--- config.mk ---
export PLATFORM = sky130hd
export DESIGN_NAME = program_loader
export DESIGN_NICKNAME = d
export VERILOG_FILES = /design/src/rtl/program_loader_pkg.sv /design/src/rtl/program_loader_word_assembler.sv /design/src/rtl/program_loader.sv
export SDC_FILE = /design/constraint.sdc
export NUM_CORES = 1
export LEC_CHECK = 0
export BUFFER_PORTS_ARGS = -buffer_cell sky130_fd_sc_hd__buf_2
export CORE_ASPECT_RATIO = 1.1
export CORE_MARGIN = 2
export CORE_UTILIZATION = 50
export DETAILED_ROUTE_END_ITERATION = 10
export GPL_ROUTABILITY_DRIVEN = 0
export PLACE_DENSITY = 0.81
export SLEW_MARGIN = 15
export SYNTH_ARGS = -nofsm -noshare
export SYNTH_HDL_FRONTEND = slang
export SYNTH_SLANG_ARGS = --single-unit
--- constraint.sdc ---
create_clock -name clk -period 2 [get_ports clk]
set_input_delay 0.2 -clock clk [delete_from_list [all_inputs] [get_ports clk]]
set_output_delay 0.2 -clock clk [all_outputs]
set_load 0.05 [all_outputs]
--- src/rtl/program_loader_pkg.sv ---
// Shared definitions for the boot-time program loader: FSM states and
// stream/word geometry constants.
package loader_pkg;

    localparam int unsigned BYTES_PER_WORD = 4;
    localparam int unsigned ADDR_STEP      = 4;
    localparam int unsigned COUNT_WIDTH    = 16;

    typedef enum logic [2:0] {
        ST_IDLE,
        ST_LEN_LO,
        ST_LEN_HI,
        ST_DATA,
        ST_WRITE,
        ST_DONE,
        ST_ERROR
    } state_e;

endpackage

--- src/rtl/program_loader_word_assembler.sv ---
// Collects little-endian stream bytes into one instruction word; word_full_o
// flags the byte that completes the word.
module word_assembler
    import loader_pkg::*;
#(
    parameter int unsigned DATA_WIDTH = 32
) (
    input  logic                  clk,
    input  logic                  reset,
    input  logic                  clear_i,
    input  logic                  take_i,
    input  logic [7:0]            byte_i,
    output logic [DATA_WIDTH-1:0] word_o,
    output logic                  word_full_o
);

    logic [1:0]            idx_q;
    logic [DATA_WIDTH-1:0] word_q;

    // Bytes enter at the top and shift down, so after four bytes the
    // first one received sits in [7:0].
    always_ff @(posedge clk) begin
        if (reset || clear_i) begin
            idx_q  <= '0;
            word_q <= '0;
        end else if (take_i) begin
            idx_q  <= idx_q + 2'd1;
            word_q <= {byte_i, word_q[DATA_WIDTH-1:8]};
        end
    end

    assign word_o      = word_q;
    assign word_full_o = take_i && (idx_q == 2'(BYTES_PER_WORD - 1));

endmodule

--- src/rtl/program_loader.sv ---
// Boot loader: reads a 16-bit word count then that many 32-bit words from a
// byte stream, writing them to program memory while holding the core stalled.
module program_loader
    import loader_pkg::*;
#(
    parameter int unsigned MEMORY_DEPTH = 32,
    parameter int unsigned DATA_WIDTH   = 32
) (
    input  logic                  clk,
    input  logic                  reset,
    input  logic                  Start_i,
    input  logic [7:0]            Byte_i,
    input  logic                  Byte_Valid_i,
    output logic                  Byte_Ready_o,
    output logic                  Mem_Write_o,
    output logic [DATA_WIDTH-1:0] Mem_Address_o,
    output logic [DATA_WIDTH-1:0] Mem_Data_o,
    output logic                  Cpu_Hold_o,
    output logic                  Done_o,
    output logic                  Error_o
);

    state_e                 state_q;
    logic [COUNT_WIDTH-1:0] count_q;
    logic [COUNT_WIDTH-1:0] written_q;
    logic [DATA_WIDTH-1:0]  addr_q;

    logic                   take;
    logic                   word_full;
    logic                   asm_clear;
    logic [COUNT_WIDTH-1:0] len_d;
    logic [COUNT_WIDTH-1:0] written_d;
    logic [DATA_WIDTH-1:0]  word;

    assign Byte_Ready_o = (state_q == ST_LEN_LO) || (state_q == ST_LEN_HI) ||
                          (state_q == ST_DATA);
    assign take         = Byte_Valid_i && Byte_Ready_o;
    assign len_d        = {Byte_i, count_q[7:0]};
    assign written_d    = written_q + COUNT_WIDTH'(1);
    assign asm_clear    = (state_q == ST_IDLE) || (state_q == ST_ERROR);

    word_assembler #(
        .DATA_WIDTH (DATA_WIDTH)
    ) u_asm (
        .clk         (clk),
        .reset       (reset),
        .clear_i     (asm_clear),
        .take_i      (take && (state_q == ST_DATA)),
        .byte_i      (Byte_i),
        .word_o      (word),
        .word_full_o (word_full)
    );

    always_ff @(posedge clk) begin
        if (reset) begin
            state_q   <= ST_IDLE;
            count_q   <= '0;
            written_q <= '0;
            addr_q    <= '0;
        end else begin
            case (state_q)
                ST_IDLE: begin
                    count_q   <= '0;
                    written_q <= '0;
                    addr_q    <= '0;
                    if (Start_i) state_q <= ST_LEN_LO;
                end
                ST_LEN_LO: begin
                    if (Byte_Valid_i) begin
                        count_q[7:0] <= Byte_i;
                        state_q      <= ST_LEN_HI;
                    end
                end
                ST_LEN_HI: begin
                    if (Byte_Valid_i) begin
                        count_q[15:8] <= Byte_i;
                        if (len_d == '0)
                            state_q <= ST_DONE;
                        else if (len_d > COUNT_WIDTH'(MEMORY_DEPTH))
                            state_q <= ST_ERROR;
                        else
                            state_q <= ST_DATA;
                    end
                end
                ST_DATA: begin
                    if (word_full) state_q <= ST_WRITE;
                end
                ST_WRITE: begin
                    addr_q    <= addr_q + DATA_WIDTH'(ADDR_STEP);
                    written_q <= written_d;
                    state_q   <= (written_d == count_q) ? ST_DONE : ST_DATA;
                end
                ST_DONE: begin
                    state_q <= ST_IDLE;
                end
                ST_ERROR: begin
                    // Restart straight from ERROR without passing through IDLE.
                    if (Start_i) begin
                        count_q   <= '0;
                        written_q <= '0;
                        addr_q    <= '0;
                        state_q   <= ST_LEN_LO;
                    end
                end
                default: state_q <= ST_IDLE;
            endcase
        end
    end

    assign Mem_Write_o   = (state_q == ST_WRITE);
    assign Mem_Address_o = addr_q;
    assign Mem_Data_o    = word;
    assign Cpu_Hold_o    = (state_q != ST_IDLE);
    assign Done_o        = (state_q == ST_DONE);
    assign Error_o       = (state_q == ST_ERROR);

endmodule

==> impl_metrics.ini <==
[status]
outcome = complete, no violations

[worst_setup_path]
arrival_ns = 2.22
cp.required_ns = 2.25
critical_path_class = reg2reg
cp-end-kind = flop
cp_max_fo = 9
cp-start-kind = flop

[drt]
ant_nets = 0
dr.pass1.iters = 5
via_count = 4616
route.detailed.drc = 0
post_drt_wl_per_cell_um = 14.8
viasPerCell = 5.73
totalWireLength_um = 11900
drtIter0Drc = 356

[clock_tree]
cts.sinks = 99
clkTransAtPathRegs_ns = 0.11
root_buffer = clkbuf_8
htree_levels = 3
hold_buffers = 0
clock_latency_ns = 0.38
numCtsBuffers = 9
cts_tree = yes
cts_buffer_depth = 2

[global_routing]
grt_first_pass_wirelength_um = 19300
grt_util_all_layers = 0.235
antenna_found_initial = 0
grt_overflow = 0
grt_max_degree = 35
first_global_vias = 4166

[yosys]
synth.cell_area_um2 = 4710
seq_area_frac_synth = 0.421
ys_types = 55
synthCells = 597
synth_edf_count = 0
async_reset_ff_frac = 0
synth_area_per_cell_um2 = 7.89
synthFlopType = dfxtp_1
ys_ff_latch = 99
ys_warn_count = 0

[sta]
fin_crit_ns = 1.97
fin_crit_sh = 0.985
finClkSkew_ns = 0.0141
fmax_mhz = 507
finalMaxSlewViolations = 0
whs_ns = 0.102
setup_viol = 0
hold_violations = 0

[min_path]
hold_path.class = in2reg

[final_layout]
fin_util = 0.611
n_antenna_cell = 0
drive_above_1_share = 0.244
areaGrowthSynthToFinish_pct = 20.0
layout.nets = 699

[floorplanning]
initial_core_util = 0.509
die_area_um2 = 10200
ios = 81
core_um2 = 9260
row_count = 37
dieHeight_um = 106
die_w_um = 96.6

[placement]
io_buffers = 78
dp_hpwl_um = 8320

[power]
power.density_nw_per_um2 = 871
peakVddDrop_v = 0.000387
p_leak_nw = 2.13

[job]
cap_viol_max_count = 0
## state kept, by name, summed over array words and instances (netlist names)
signal / cells
Mem_Address_o: 30
count_q: 16
state_q: 3
u_asm.idx_q: 2
u_asm.word_o: 32
written_q: 16
## metal layers
metal	global-route usage	vias up	wire length, um
li1	-	2229	-
met1	0.301	2173	4920
met2	0.392	188	5880
met3	0.0550	26	873
met4	0.0664	0	268
met5	0	-	0
## Yosys cell counts (3+ instances only)
master,number,area share
nand2_1,116,0.092
and2_1,3,0.0040
nand4_1,8,0.011
a21oi_1,69,0.073
nor4_1,6,0.0080
a22oi_1,4,0.0064
xnor2_1,29,0.054
a211oi_1,6,0.0096
a311oi_1,3,0.0056
nor2b_1,3,0.0040
or3_1,7,0.0093
buf_2,7,0.0074
nor2_1,59,0.047
ha_1,3,0.0080
xor2_1,16,0.030
nand3_1,33,0.035
dfxtp_1,99,0.42
o21ai_0,17,0.018
and3_1,6,0.0080
inv_1,14,0.011
clkbuf_1,22,0.018
nor3_1,19,0.020
o22ai_1,3,0.0040
and4_1,4,0.0074
## layout by cell type (no fill, tap or decap), drive strengths merged, types with 4 or more instances in the layout
| cell | instances |
|---|---|
| a211oi | 7 |
| a21oi | 69 |
| a22oi | 4 |
| and3 | 6 |
| and4 | 4 |
| buf | 108 |
| clkbuf | 9 |
| dfxtp | 99 |
| inv | 18 |
| nand2 | 117 |
| nand3 | 34 |
| nand4 | 11 |
| nor2 | 59 |
| nor3 | 20 |
| nor4 | 9 |
| o21ai | 18 |
| or3 | 7 |
| xnor2 | 29 |
| xor2 | 16 |
## layout make-up
cell class | instances | area, um2
timing repair buffer | 108 | 643
sequential | 99 | 2010
clock inverter | 7 | 67.6
clock buffer | 9 | 124
inverter | 14 | 52.6
multi-input combinational | 452 | 2610
fill | 831 | 3610
tap | 117 | 146
## worst paths after layout
kind / to / cells past startpoint / slack, ns / from
worst min-delay path: u_asm.word_o[26]$_SDFFE_PP0P_ / 3 / 0.10 / Byte_i[2]
worst max register to register: state_q[2]$_SDFFE_PP0P_ / 8 / 0.03 / written_q[1]$_SDFFE_PP0P_
worst min register to register: u_asm.word_o[4]$_SDFFE_PP0P_ / 2 / 0.46 / u_asm.word_o[4]$_SDFFE_PP0P_
worst max-delay path: state_q[2]$_SDFFE_PP0P_ / 8 / 0.03 / written_q[1]$_SDFFE_PP0P_
## logic make-up (layout without fill, tap and decap cells)
group,Yosys count,count (layout),synth area share
AO/OA/AOI/OAI,124,124,0.162
XOR/XNOR,46,46,0.0884
adder cells (fa/ha/maj),3,3,0.00797
buffers and inverters,47,138,0.0409
flip-flops,99,99,0.421
other,1,2,0.000796
AND/OR/NAND/NOR,277,277,0.279
## worst max-delay path: stages, from the launching register on
cell	delay (ns)
dfxtp_2	0.39
ha_1	0.18
nand3_1	0.15
buf_4	0.22
a21oi_2	0.16
o21ai_0	0.13
o311a_1	0.39
nand4_1	0.13
o22ai_1	0.10
## through the flow
step | area [um2] | TNS [ns] | worst slack [ns] | total power, W | std cells
finish | 5650 | 0 | 0.0293 | 0.00493 | 806
global route | 5650 | -0.0953 | -0.0432 | 0.00520 | 806
CTS | 5570 | 0 | 0.0176 | 0.00489 | 802
detailed placement | 5350 | -0.0281 | -0.0281 | 0.00364 | 786
global placement | 5350 | 0 | 0.125 | 0.00361 | 786
floorplan | 4730 | 0 | 0.0168 | 0.00320 | 598
## power by group
part           internal, W  total (W)  switching [W]
Sequential         0.00204    0.00216       0.000116
Clock             0.000485    0.00125       0.000763
Combinational     0.000472    0.00152        0.00105
Total              0.00300    0.00493        0.00193
## repair_timing
action,CTS,global route
pin swaps,0,5
resized for setup,7,18
setup buffers,0,4
endpoints found under the setup margin,3,12
No activity file was read; power rests on OpenSTA's default activity.
